===== src/rtl/if_id_fifo_pkg.sv =====
// Shared pipeline default constants and the IF/ID buffer package.
// INST_NOP is the canonical ADDI x0,x0,0 bubble; PC_RST is the core reset vector.
// The package mirrors the defines as typed constants for parameter defaults.
`ifndef PIPELINE_DEFINES_SVH
`define PIPELINE_DEFINES_SVH
`define INST_NOP 32'h0000_0013
`define PC_RST   32'h8000_0000
`endif

package if_id_fifo_pkg;
  localparam logic [31:0] INST_NOP_C = `INST_NOP;
  localparam logic [31:0] PC_RST_C   = `PC_RST;
endpackage


===== src/rtl/if_id_fifo_mem.sv =====
// Record storage for the IF/ID buffer: DEPTH x DW flops, one write, one read port.
// Latency: write lands on the clock edge; read is combinational from rd_addr.
// Backpressure: none here; the caller qualifies wr_en. Contents are never reset.
module if_id_fifo_mem #(
  parameter int DW    = 96,
  parameter int DEPTH = 4
) (
  input  logic                     clk,
  input  logic                     wr_en,
  input  logic [$clog2(DEPTH)-1:0] wr_addr,
  input  logic [DW-1:0]            wr_data,
  input  logic [$clog2(DEPTH)-1:0] rd_addr,
  output logic [DW-1:0]            rd_data
);

  logic [DW-1:0] r_mem [DEPTH];

  // Synchronous write of one record
  always_ff @(posedge clk) begin
    if (wr_en) begin
      r_mem[wr_addr] <= wr_data;
    end
  end

  assign rd_data = r_mem[rd_addr];

endmodule


===== src/rtl/if_id_fifo.sv =====
// Show-ahead fetch-to-decode buffer of {instr, pc, pc_plus4} records with flush.
// Latency: a record pushed on edge N is visible at the head in cycle N+1 (no bypass).
// Backpressure: in_ready drops only when full and never depends on out_ready.
module if_id_fifo
  import if_id_fifo_pkg::*;
#(
  parameter int               WIDTH      = 32,
  parameter int               DEPTH      = 4,
  parameter logic [WIDTH-1:0] NOP_VAL    = WIDTH'(INST_NOP_C),
  parameter logic [WIDTH-1:0] PC_DEFAULT = WIDTH'(PC_RST_C)
) (
  input  logic                     clk,
  input  logic                     rst_n,
  input  logic                     flush,
  input  logic                     in_valid,
  output logic                     in_ready,
  input  logic [WIDTH-1:0]         instr_in,
  input  logic [WIDTH-1:0]         pc_in,
  input  logic [WIDTH-1:0]         pc_plus4_in,
  output logic                     out_valid,
  input  logic                     out_ready,
  output logic [WIDTH-1:0]         instr_out,
  output logic [WIDTH-1:0]         pc_out,
  output logic [WIDTH-1:0]         pc_plus4_out,
  output logic [$clog2(DEPTH):0]   count
);

  localparam int AW = $clog2(DEPTH);
  localparam int CW = AW + 1;
  localparam logic [CW-1:0] FULL_CNT = CW'(DEPTH);

  logic [AW-1:0]        r_wr_ptr;
  logic [AW-1:0]        r_rd_ptr;
  logic [CW-1:0]        r_count;
  logic                 w_push;
  logic                 w_pop;
  logic [3*WIDTH-1:0]   w_wr_dat;
  logic [3*WIDTH-1:0]   w_rd_dat;

  // Ready/valid come straight from the occupancy counter so neither side
  // sees a combinational path through the other.
  assign in_ready  = (r_count != FULL_CNT);
  assign out_valid = (r_count != '0);

  // Flush wins over both handshakes; a same-cycle push is dropped.
  assign w_push = in_valid & in_ready & ~flush;
  assign w_pop  = out_valid & out_ready & ~flush;

  assign w_wr_dat = {instr_in, pc_in, pc_plus4_in};

  if_id_fifo_mem #(
    .DW    (3 * WIDTH),
    .DEPTH (DEPTH)
  ) u_mem (
    .clk     (clk),
    .wr_en   (w_push),
    .wr_addr (r_wr_ptr),
    .wr_data (w_wr_dat),
    .rd_addr (r_rd_ptr),
    .rd_data (w_rd_dat)
  );

  // Pointer advance; pointers wrap naturally since DEPTH is a power of two
  always_ff @(posedge clk or negedge rst_n) begin
    if (!rst_n) begin
      r_wr_ptr <= '0;
      r_rd_ptr <= '0;
    end else if (flush) begin
      r_wr_ptr <= '0;
      r_rd_ptr <= '0;
    end else begin
      if (w_push) r_wr_ptr <= r_wr_ptr + AW'(1);
      if (w_pop)  r_rd_ptr <= r_rd_ptr + AW'(1);
    end
  end

  // Occupancy: +push -pop, cleared by flush
  always_ff @(posedge clk or negedge rst_n) begin
    if (!rst_n) begin
      r_count <= '0;
    end else if (flush) begin
      r_count <= '0;
    end else begin
      case ({w_push, w_pop})
        2'b10:   r_count <= r_count + CW'(1);
        2'b01:   r_count <= r_count - CW'(1);
        default: r_count <= r_count;
      endcase
    end
  end

  // Head record, or a NOP bubble at the reset PC when nothing is buffered,
  // so decode never sees stale memory contents.
  always_comb begin
    instr_out    = NOP_VAL;
    pc_out       = PC_DEFAULT;
    pc_plus4_out = PC_DEFAULT;
    if (out_valid) begin
      instr_out    = w_rd_dat[3*WIDTH-1:2*WIDTH];
      pc_out       = w_rd_dat[2*WIDTH-1:WIDTH];
      pc_plus4_out = w_rd_dat[WIDTH-1:0];
    end
  end

  assign count = r_count;

endmodule


===== config.mk =====
export PLATFORM = sky130hd
export DESIGN_NAME = if_id_fifo
export DESIGN_NICKNAME = d
export VERILOG_FILES = /design/src/rtl/if_id_fifo_pkg.sv /design/src/rtl/if_id_fifo_mem.sv /design/src/rtl/if_id_fifo.sv
export SDC_FILE = /design/constraint.sdc
export NUM_CORES = 1
export LEC_CHECK = 0
export BUFFER_PORTS_ARGS = -buffer_cell sky130_fd_sc_hd__buf_2
export CORE_MARGIN = 3
export CORE_UTILIZATION = 52
export CTS_CLUSTER_DIAMETER = 60
export DETAILED_ROUTE_END_ITERATION = 7
export PLACE_DENSITY = 0.76
export REMOVE_ABC_BUFFERS = 1
export SYNTH_ARGS = -nofsm -noshare
export SYNTH_HDL_FRONTEND = slang
export SYNTH_SLANG_ARGS = --single-unit
export TNS_END_PERCENT = 20

===== constraint.sdc =====
create_clock -name clk -period 3.6 [get_ports clk]
set_input_delay 0.18 -clock clk [delete_from_list [all_inputs] [get_ports clk]]
set_output_delay 0.18 -clock clk [all_outputs]
set_load 0.01 [all_outputs]

**Yosys cells after proc, flatten, opt, wreduce, memory -nomap -nowiden**

Memories as Yosys holds them, arrays and structs flattened.
Index checks and enable logic that the tools add are counted.

- Memory bits (writable): 384
- Memories kept: 1
- Output and inout bits: 101
- Input bits: 101
- Word-level logic and storage cells: 31
- Register bits after elaboration: 7

- Reductions and logical operators: 4
- Add/subtract/negate cells: 4
- Multiplexer cells: 11
- Bitwise logic cells: 5
- Eq/ne operators: 3

Memories:

| memory | depth | width | rd ports | clocked after memory_dff | write ports | line | RTL |
|---|---|---|---|---|---|---|---|
| u_mem.r_mem | 4 | 96 | 1 | 0 | 1 | if_id_fifo_mem.sv:16 | `logic [DW-1:0] r_mem [DEPTH];` |

Operators by type and width:

| cell | count |
|---|---|
| $mux W32 | 3 |
| $mux W2 | 4 |
| $pmux W3 S2 | 1 |
| $reduce_bool A3 Y1 | 2 |
| $add A2 B1 Y2 const B | 2 |
| $and A1 B1 Y1 | 4 |
| $reduce_bool A2 Y1 | 2 |
| $add A3 B1 Y3 const B | 1 |
| $mux W3 | 1 |
| $ne A3 B3 Y1 const B | 1 |
| $sub A3 B1 Y3 const B | 1 |
| $eq A2 B1 Y1 const B | 1 |
| $eq A2 B2 Y1 const B | 1 |
| $mux W1 | 2 |
| $not A1 Y1 | 1 |

**Depth between registers and ports, before layout**

Gate-level depths: netlist of the first run.

- Depth after elaboration: 6
- Depth in mapped cells: 7
- Mapped depth without buffers: 6

**Hierarchy**

From an unflattened synthesis of the first run, not the netlist that was laid out.

- Cell total of the unflattened synthesis: 670
- Area total of the unflattened synthesis: 15072.0 um^2

By module, submodules not included:

| module | area each (um^2) | sequential area each (um^2) | instances | cells an instance |
|---|---|---|---|---|
| if_id_fifo_mem | 13889.6 | 11531.1 | 1 | 506 |
| if_id_fifo | 1182.4 | 175.2 | 1 | 164 |

**Worst setup path before layout of the first run**

No wires, ideal clock.

- Kind: reg-to-reg
- Start point: register r_count[0] (netlist: count[0])
- End point: memory u_mem.r_mem[2][0], enable pin
- Period minus slack after synthesis: 3.741 ns
- Buffers on the path: 1
- Setup slack: -0.141 ns
- Library setup time: 0.466 ns
- Required time: 3.134 ns
- Cell stages (with the launch flop): 5
- Arrival: 3.276 ns
- Path through: dfrtp_1 -> buf_2 -> nor3b_2 -> nor3_1 -> and2_1

- Cells in the longest elaborated chain, start to end: 5

Ends and longest elaborated chain:

| item | line | RTL |
|---|---|---|
| start, declared | if_id_fifo.sv:34 | `logic [CW-1:0] r_count;` |
| start signal, assigned | if_id_fifo.sv:85 | `2'b10: r_count <= r_count + CW'(1);` |
| start signal, assigned | if_id_fifo.sv:86 | `2'b01: r_count <= r_count - CW'(1);` |
| start signal, assigned | if_id_fifo.sv:87 | `default: r_count <= r_count;` |
| $ne A3 B3 Y1 | if_id_fifo.sv:42 | `assign in_ready = (r_count != FULL_CNT);` |
| $and A1 B1 Y1 (2 in a row) | if_id_fifo.sv:46 | `assign w_push = in_valid & in_ready & ~flush;` |
| $mux W1 | if_id_fifo_mem.sv:20 | `if (wr_en) begin` |
| $mux W1 (not written as such) | if_id_fifo_mem.sv:21 | `r_mem[wr_addr] <= wr_data;` |
| end, declared | if_id_fifo_mem.sv:16 |  |

Every way passes these cells.

**Worst setup path in the final report of the first run**

- Start point: register r_rd_ptr[0]
- End point: output instr_out[13]

- Cells in the longest elaborated chain, start to end: 2

Ends and longest elaborated chain:

| item | line | RTL |
|---|---|---|
| start, declared | if_id_fifo.sv:33 | `logic [AW-1:0] r_rd_ptr;` |
| start signal, assigned | if_id_fifo.sv:73 | `if (w_pop) r_rd_ptr <= r_rd_ptr + AW'(1);` |
| $mem_v2 Z4 W96 | n/a |  |
| $mux W32 | if_id_fifo.sv:98 | `if (out_valid) begin` |
| end, declared | if_id_fifo.sv:22 | `output logic [WIDTH-1:0] instr_out,` |

Every way passes these cells.

==> metrics.txt, run 1 <==
outcome=finished clean; IR Drop Worst-Case VDD=0.4547 mV; critical path type=register to output port; Overall Global Routing Usage=19.14%; Achievable Freq=380.5 MHz; clock skew=0.02105 ns; worst slack at placement=0.9982 ns; Routed Antenna Nets=0; area grow syn2layout=24.50%; layout cells sized above 1=36.94%; fin. max-slew vios=0; Yosys reg bits=391; drt drc=0; Worst Path Arrival=2.45 ns; syn avg cell area=22.38 um2; clk buf depth=3; Final Power=0.01080 W; largest net degree at the start of global routing=97; routability cong.=0.7604; vias in the first global route=8,069; Vias/cell=5.391; Placed Cells=1,228; Post-Layout Cell Count=1,397; Die ar.=31,000 um2; Post-Synth XOR/XNOR Area=0.1747%; Die Y=176.1 um; Adder-Cell Fraction of Synth Area=0.4659%; Startpoint Class=register; setup repair bufs after CTS=0; TritonCTS clock tree=yes; Flop pwr share=48.5%; CTS Buf Count=39; Tmin final=2.628 ns; TritonRoute pass-1 iters=5; Slew HR=59.38%; worst slew pin tran=0.6046 ns; I/O Pins=202; Core Area=28,160 um2; Final Hold Fails=0; cell area after synthesis=15,040 um2; PnR worst setup slack=0.9716 ns; post-synthesis instance total=672; hold_ws=0.04275 ns; Final setup viols=0; Worst-path clk slew=0.06 ns; synth warn=0; met1 usage=25.51%; Nets=1,095; worst path required time=3.42 ns; worst skew pair latency=0.52 ns; total of max-cap violations=0; routed wire length=29,090 um; post-cts resize count=0; Crit. End Element=output port; wire per inst=20.82 um; met3 usage=3.505%; post-synthesis compound-gate area fraction=0.7653%; Initial Utilization=53.41%; Post-Synth Simple-Gate Area=4.875%; Pwr per Cell Area=576.7 nW/um2; register area share after synthesis=77.83%; Sw Share=23.90%; post-synthesis cell type count=35; Post-DP HPWL=17,140 um; H-tree Lvls=2; Die Wd=176.1 um; I/O Buffers=201; ratio of final minimum period to clock period=73.01%; CTS root buf=clkbuf_16; Clk pwr share=34.3%; CTS Hold Bufs=98; grt ovf=0; antenna violations before repair=2; static leakage=6.457 nW; Cell Int Power=0.008219 W; met2 Use GR=33.07%; RSZ-0062 raised after global routing=no; DR vias=7,531; switching power total=0.002581 W; Comb power frac=17.3%; initial drt markers=548; largest family of logic cells by synthesized area=multiplexers; row count=61; CTS Sinks=391; fillers=1,833; post-synthesis mux area share=14.44%; worst hold path class=primary input to register; critical path fanouts, max=50; GRT busiest layer=met2; first-pass GRT wire length=45,830 um
[layout by cell type (no fill, tap or decap), types with 2 or more instances in the layout]
cell	synthesis	final
ha_1	4	4
dfrtp_4	0	2
a31oi_1	2	2
buf_4	0	5
and2_1	95	91
clkinv_1	0	8
nand3b_1	2	2
edfxtp_1	384	384
buf_12	0	9
or2_1	5	5
and2_4	0	4
o21ai_0	2	2
a21oi_1	3	3
mux4_2	96	96
clkbuf_1	18	8
xor2_1	3	3
nor2_1	5	5
buf_2	15	201
o311ai_0	2	2
nor3_1	2	2
clkbuf_16	0	40
inv_1	6	5
dlygate4sd3_1	0	98
dfrtp_1	7	5
clkinv_2	0	9
nand3_1	2	2
[per-stage QoR]
stage	setup TNS, ns	util, %	area (um2)
after floorplan	-171.02	-	14850
after global placement	0	58.80	16560
after detailed placement	0	58.80	16560
after CTS	0	66.48	18720
after global routing	0	66.49	18730
final	0	66.49	18730
[power by group through the flow]
stage | Clock (W) | Sequential [W] | Combinational [W]
2_1_floorplan | 0 | 0.00545 | 0.00103
3_3_place_gp | 0 | 0.00532 | 0.00180
3_5_place_dp | 0 | 0.00533 | 0.00181
4_1_cts | 0.00379 | 0.00523 | 0.00191
5_1_grt | 0.00398 | 0.00525 | 0.00204
6_report | 0.00370 | 0.00523 | 0.00187
[final cells by class]
class / instances / area [um2] / area share (%)
antenna: 1 / 2.502 / 0.01336
inverter: 6 / 22.52 / 0.1203
tap: 378 / 473.0 / 2.526
sequential: 391 / 11710 / 62.55
timing repair buffer: 313 / 2205 / 11.77
multi-input combinational: 238 / 3127 / 16.70
clock inverter: 21 / 137.6 / 0.7350
clock buffer: 49 / 1045 / 5.579
[critical path, stage by stage (launching register included)]
cell     delay (ns)
dfrtp_4        0.57
buf_12         0.39
mux4_2         0.57
and2_1         0.21
buf_2          0.15
[path summary, 6_finish.rpt]
path                                   from                 end  depth (start not counted)  slack [ns]
worst max register to register     count[0]  u_mem.r_mem[3][31]                          4        1.04
worst min-delay path              out_ready            count[0]                          2        0.04
min in group asynchronous             rst_n            count[2]                          2        0.05
worst max-delay path            r_rd_ptr[0]       instr_out[13]                          4        0.97
max in group asynchronous             rst_n         r_rd_ptr[1]                          2        3.37
worst min register to register  r_wr_ptr[0]         r_wr_ptr[0]                          2        0.63
[flip-flops by register name, indices dropped and copies added (netlist names)]
register / flops
r_rd_ptr: 2
u_mem.r_mem: 384
count: 3
r_wr_ptr: 2
[logic make-up (layout without fill, tap and decap cells)]
logic type,Yosys count,count (layout)
xor gates and xnor gates,3,3
DFF,391,391
AOI/OAI and AO/OA,16,16
adders and majority gates,5,5
other,0,1
buffers and inverters,43,389
muxes,97,97
and+or+nand+nor,117,117
[per-layer routing]
layer  wire length [um]  up-vias  part of all wire (%)
met1              11670     3864                    40
met2              15150      235                    52
met4                619        2                   2.1
li1                   -     3382                     -
met3               1637       48                   5.6
met5                  7        -                 0.024
[Yosys cell counts (all sizes together)]
cell,number,area share [%]
a2111oi,1,0.058
a211oi,1,0.050
a21bo,1,0.067
a21oi,3,0.10
a311o,1,0.067
a31oi,2,0.083
and2,95,4.0
buf,19,0.85
clkbuf,18,0.45
dfrtp,7,1.2
edfxtp,384,77
fa,1,0.13
ha,4,0.33
inv,6,0.15
mux2i,1,0.067
mux4,96,14
nand2,1,0.025
nand3,2,0.067
nand3b,2,0.10
nor2,5,0.12
nor3,3,0.13
nor3b,1,0.083
nor4b,1,0.058
nor4bb,1,0.067
o2111ai,1,0.058
o21a,1,0.050
o21ai,2,0.067
o311ai,2,0.12
o31ai,1,0.050
or2,5,0.21
or3b,1,0.058
xor2,3,0.17
Note: power is estimated with default switching activity, not from simulation.
==> run 2: changes to the inputs <==
CORE_UTILIZATION = 57   (was 52)
PLACE_DENSITY = 0.79   (was 0.76)
clock period = 2.6 ns   (was 3.6 ns; I/O delays follow)
==> metrics.txt, run 2 (synthesis results as in run 1) <==
outcome=finished clean; I/O Pins=202; R2R depth=4; Worst-path clk slew=0.06 ns; Final setup viols=0; Crit. End Element=output port; row count=58; worst path required time=2.47 ns; wire per inst=22.25 um; worst hold path class=primary input to register; layout cells sized above 1=36.87%; Overall Global Routing Usage=21.61%; Routed Antenna Nets=0; TritonCTS clock tree=yes; Die Y=168.4 um; ratio of final minimum period to clock period=93.17%; static leakage=6.468 nW; I/O Buffers=201; CTS root buf=clkbuf_16; grt ovf=0; critical path fanouts, max=56; critical path type=register to output port; Reg2Reg Capture Point=u_mem.r_mem[2][35]; switching power total=0.003569 W; fin. max-slew vios=0; Startpoint Class=register; Die ar.=28,370 um2; IR Drop Worst-Case VDD=0.8444 mV; fillers=1,499; R2R Setup Slk=0.32 ns; Reg with most FFs=u_mem.r_mem; Clk pwr share=33.4%; Core Area=25,540 um2; antenna violations before repair=1; Nets=1,102; commonest cells after routing, fill and taps aside=edfxtp_1 (384), buf_2 (201), dlygate4sd3_1 (101); clock skew=0.009798 ns; Cell Int Power=0.01127 W; Comb power frac=17.8%; Final Power=0.01484 W; post-route design area=18,700 um2; initial drt markers=712; Pwr per Cell Area=793.8 nW/um2; Crit Reg-Reg Startpoint=count[1]; Vias/cell=5.721; Die Wd=168.4 um; drt drc=0; CTS Buf Count=39; Sw Share=24.05%; Worst Path Arrival=2.29 ns; CTS Sinks=391; first-pass GRT wire length=47,330 um; Final Hold Fails=0; Hold Startpoint=pc_plus4_in[20]; routability cong.=0.7807; routed wire length=29,980 um; RSZ-0062 raised after global routing=no; hold depth=2; area grow syn2layout=24.32%; Slew HR=58.19%; worst slew pin tran=0.6224 ns; max FFs per register=384; H-tree Lvls=2; TritonRoute pass-1 iters=4; total of max-cap violations=0; Initial Utilization=58.88%; Achievable Freq=412.8 MHz; Post-DP HPWL=16,710 um; dpl cell area=16,580 um2; vias in the first global route=8,378; largest net degree at the start of global routing=93; Tmin final=2.422 ns; Worst Hold End=u_mem.r_mem[0][20]; # diodes=0; worst skew pair latency=0.50 ns; commonest non-fill, non-tap cell in the layout=edfxtp_1; clk buf depth=3; DR vias=7,706; Flop pwr share=48.7%
==> run 2: changes by cell type in the layout (fill, tap and decap cells not counted) <==
cell           delta
buf_12            +4
clkbuf_1          -2
clkbuf_16         -1
clkbuf_8          -1
clkinv_1          -1
clkinv_2          -2
clkinv_4          +1
clkinv_8          -1
clkinvlp_4        -1
diode_2           -1
dlygate4sd3_1     +3
==> run 2: through the flow <==
stage               hold slack [ns]  cells  utilization [%]  setup TNS, ns  worst slack, ns
global route                 0.3406   1347            73.20              0          0.06583
finish                       0.3685   1347            73.20              0           0.1777
CTS                          0.3463   1347            73.20              0           0.1235
detailed placement         -0.02273   1184            64.91              0           0.3438
global placement           -0.02412   1184            64.91              0           0.4383
floorplan                   -0.1656    635                -        -648.22           -2.313
==> run 2: cell type report <==
type	instances	area (um2)	share of cell area, %
Multi-Input combinational cell	238	3127	16.72
Clock inverter	17	108.9	0.5822
Clock buffer	45	998.5	5.340
Tap cell	330	412.9	2.208
Timing Repair Buffer	320	2315	12.38
Inverter	6	22.52	0.1204
Sequential cell	391	11710	62.65
==> run 2: worst max-delay path by stage <==
stage                      from            endpoint  slack, ns  cells past startpoint
CTS                 r_rd_ptr[0]    pc_plus4_out[31]       0.12                      4
global route        r_rd_ptr[0]        instr_out[5]       0.07                      4
floorplan           r_rd_ptr[0]         r_rd_ptr[1]      -2.31                      3
global placement       count[1]  u_mem.r_mem[2][77]       0.44                      4
finish              r_rd_ptr[0]        instr_out[5]       0.18                      4
detailed placement     count[1]  u_mem.r_mem[2][73]       0.34                      4
==> run 2: routing by layer <==
layer  GRT usage [%]  routed length (um)  part of all wire (%)
met4           7.186                 871                   2.9
met3           4.273                2077                   6.9
met2           36.57               15520                    52
met1           28.73               11490                    38
met5               0                  13                 0.043
==> run 2: repair_timing <==
action | in CTS | in global routing
hold endpoints to repair | 397 | 0
hold buffers | 101 | 0
setup buffers | 0 | 0
resized for setup | 0 | 0
==> run 2: critical path: stages (launching register included) <==
cell     delay (ns)
dfrtp_4        0.44
buf_12         0.37
mux4_2         0.58
and2_1         0.19
buf_2          0.14
==> run 2: power by group through the flow <==
stage	clock (W)	sequential [W]	combinational, W
after CTS	0.00505	0.00723	0.00268
after global placement	0	0.00735	0.00251
after detailed placement	0	0.00736	0.00254
final	0.00496	0.00723	0.00265
after floorplan	0	0.00754	0.00143
after global routing	0.00533	0.00725	0.00287
==> run 3: changes to the inputs <==
--- a/config.mk
+++ b/config.mk
@@ -7,8 +7,9 @@
 export LEC_CHECK = 0
+export ABC_AREA = 1
 export BUFFER_PORTS_ARGS = -buffer_cell sky130_fd_sc_hd__buf_2
 export CORE_MARGIN = 3
-export CORE_UTILIZATION = 57
+export CORE_UTILIZATION = 61
 export CTS_CLUSTER_DIAMETER = 60
 export DETAILED_ROUTE_END_ITERATION = 7
-export PLACE_DENSITY = 0.79
+export PLACE_DENSITY = 0.84
 export REMOVE_ABC_BUFFERS = 1
==> constraint.sdc (replaced) <==
create_clock -name clk -period 3.1 [get_ports clk]
set_input_delay 0.155 -clock clk [delete_from_list [all_inputs] [get_ports clk]]
set_output_delay 0.155 -clock clk [all_outputs]
set_load 0.05 [all_outputs]
==> metrics.txt, run 3 <==
fin. max-slew vios=0; Achievable Freq=362.0 MHz; total of max-cap violations=0; I/O Buffers=201; met3 usage=5.039%; CP peak stage delay=0.48 ns; post-route design area=18,760 um2; worst slew pin tran=0.6211 ns; cell taking the most area after synthesis=edfxtp_1; outcome=finished clean; GRT busiest layer=met2; post-synthesis instance total=1,191; Initial Utilization=62.73%; post-synthesis cell type count=26; max FFs per register=384; met2 Use GR=45.84%; crit-path cells=nor2_4 -> nand2_4 -> clkinv_2 -> buf_12 -> a21oi_1 -> buf_2; I/O Pins=202; multi-input logic area=3223 um2; cell area after synthesis=15,430 um2; routability cong.=0.8040; Synth top area share=74.71%; fillers=1,437; H-tree Lvls=2; top cells by area, synth=edfxtp_1 (75%), nor2_1 (9.5%), o21ai_0 (3.9%), a21oi_1 (3.0%), o21ai_1 (2.2%); wire per inst=19.91 um; PnR worst setup slack=0.3374 ns; RSZ-0062 raised after global routing=no; Slew HR=58.59%; Post-Synth Simple-Gate Area=10.47%; Yosys reg bits=391; first-pass GRT wire length=55,930 um; CTS root buf=clkbuf_16; commonest cells after routing, fill and taps aside=nor2_1 (386), edfxtp_1 (384), buf_2 (201); setup repair bufs after CTS=0; Die Wd=165.1 um; Reg2Reg Capture Point=u_mem.r_mem[1][8]; register area share after synthesis=75.84%; IR Drop Worst-Case VDD=0.7408 mV; Reg with most FFs=u_mem.r_mem; layout cells sized above 1=19.22%; row count=57; critical path type=register to output port; Core Area=24,600 um2; largest net degree at the start of global routing=105; Post-Synth XOR/XNOR Area=0.05674%; area grow syn2layout=21.55%; worst path required time=2.94 ns; Pwr per Cell Area=903.8 nW/um2; syn avg cell area=12.96 um2; ys async rst share=1.790%; Die ar.=27,250 um2; R2R Setup Slk=0.90 ns; ratio of final minimum period to clock period=89.12%; most common cell in the netlist=nor2_1; Commonest cells post-synth=nor2_1 (390), edfxtp_1 (384), o21ai_0 (121); static leakage=6.819 nW; Routed Antenna Nets=0; clk buf depth=3; dpl cell area=16,670 um2; initial drt markers=1,123; post-cts resize count=0; post-synthesis mux area share=0%; slowest CP cell=dfrtp_1; Adder-Cell Fraction of Synth Area=0.4540%; CTS Sinks=391; synth warn=0; worst slack at placement=0.8858 ns; Startpoint Class=register; critical path fanouts, max=47; setup TNS=0 ns; Vias/cell=5.777; worst hold path class=primary input to async pin; vias in the first global route=10,600; post-synthesis compound-gate area fraction=9.703%; TritonCTS clock tree=yes; flip-flop and latch area=11,710 um2; Worst Path Arrival=2.61 ns; Worst-path clk slew=0.06 ns; antenna violations before repair=1; Crit Reg-Reg Startpoint=count[0]; Tmin final=2.763 ns; CTS Buf Count=39; EDFF count, synth=384; commonest non-fill, non-tap cell in the layout=nor2_1; Top FF cell, synth=edfxtp_1; Overall Global Routing Usage=26.56%; TritonRoute pass-1 iters=5; grt ovf=0; met1 usage=34.26%; Die Y=165.1 um; Nets=1,583; Final setup viols=0; Post-DP HPWL=19,620 um; worst skew pair latency=0.52 ns; CTS Hold Bufs=98; clock skew=0.02213 ns; Crit. End Element=output port; Final Hold Fails=0; largest family of logic cells by synthesized area=simple AND/OR/NAND/NOR gates; DR vias=10,570; R2R depth=7; routed wire length=36,410 um; drt drc=0
==> run 3: changes by cell type after synthesis, moves of 14 or more <==
| cell | change |
|---|---|
| a21oi_1 | +91 |
| o21ai_1 | +69 |
| mux4_2 | -96 |
| o21ai_0 | +119 |
| buf_4 | +21 |
| and2_1 | -95 |
| clkbuf_2 | +14 |
| nor2_1 | +385 |
==> run 3: cell families after synthesis <==
logic type / after synthesis
buffers and inverters: 89
AOI/OAI and AO/OA: 291
DFF: 391
adders and majority gates: 5
xor gates and xnor gates: 1
and+or+nand+nor: 414
==> run 3: cell type report <==
type | count | area share, %
diodes | 1 | 0.01334
repair buffers | 318 | 11.95
multi-input cells | 711 | 17.18
flip-flops and latches | 391 | 62.44
well taps | 324 | 2.161
clock buffers | 49 | 5.402
inverters | 16 | 0.3535
clock inverters | 19 | 0.5002
==> run 3: how the worst max path moves through the flow <==
stage	from	endpoint	depth (start not counted)
global route	count[0]	pc_plus4_out[5]	6
global placement	count[0]	pc_plus4_out[18]	6
CTS	count[0]	pc_plus4_out[24]	6
finish	count[0]	pc_out[3]	6
floorplan	r_rd_ptr[0]	instr_out[0]	5
detailed placement	count[0]	pc_plus4_out[24]	6
==> run 3: stage by stage <==
stage | utilization [%] | total power (W) | instances | hold slack (ns)
final | 76.25 | 0.01695 | 1829 | 0.02743
after global routing | 76.25 | 0.01761 | 1829 | 0.03380
after CTS | 76.24 | 0.01694 | 1828 | 0.01712
after detailed placement | 67.75 | 0.01273 | 1662 | 0.008241
after global placement | 67.75 | 0.01262 | 1662 | 0.004712
after floorplan | - | 0.01101 | 1118 | -0.1406
==> run 3: power breakdown <==
part           internal (W)  total (W)  switching [W]
Combinational       0.00141    0.00658        0.00517
Clock               0.00231    0.00415        0.00183
Sequential          0.00613    0.00623       0.000109
Total               0.00985     0.0170        0.00710
==> run 3: worst max-delay path, delay by kind of cell, from the launching register on <==
family                 cells  cell delay (ns)
and+or+nand+nor            2             0.25
buffers and inverters      3             1.06
DFF                        1             0.48
AOI/OAI and AO/OA          1             0.26
==> run 3: routing by layer <==
layer	up-vias	wire [um]
li1	4796	-
met2	562	18780
met3	71	2936
met1	5137	13830
met4	0	862
met5	-	0
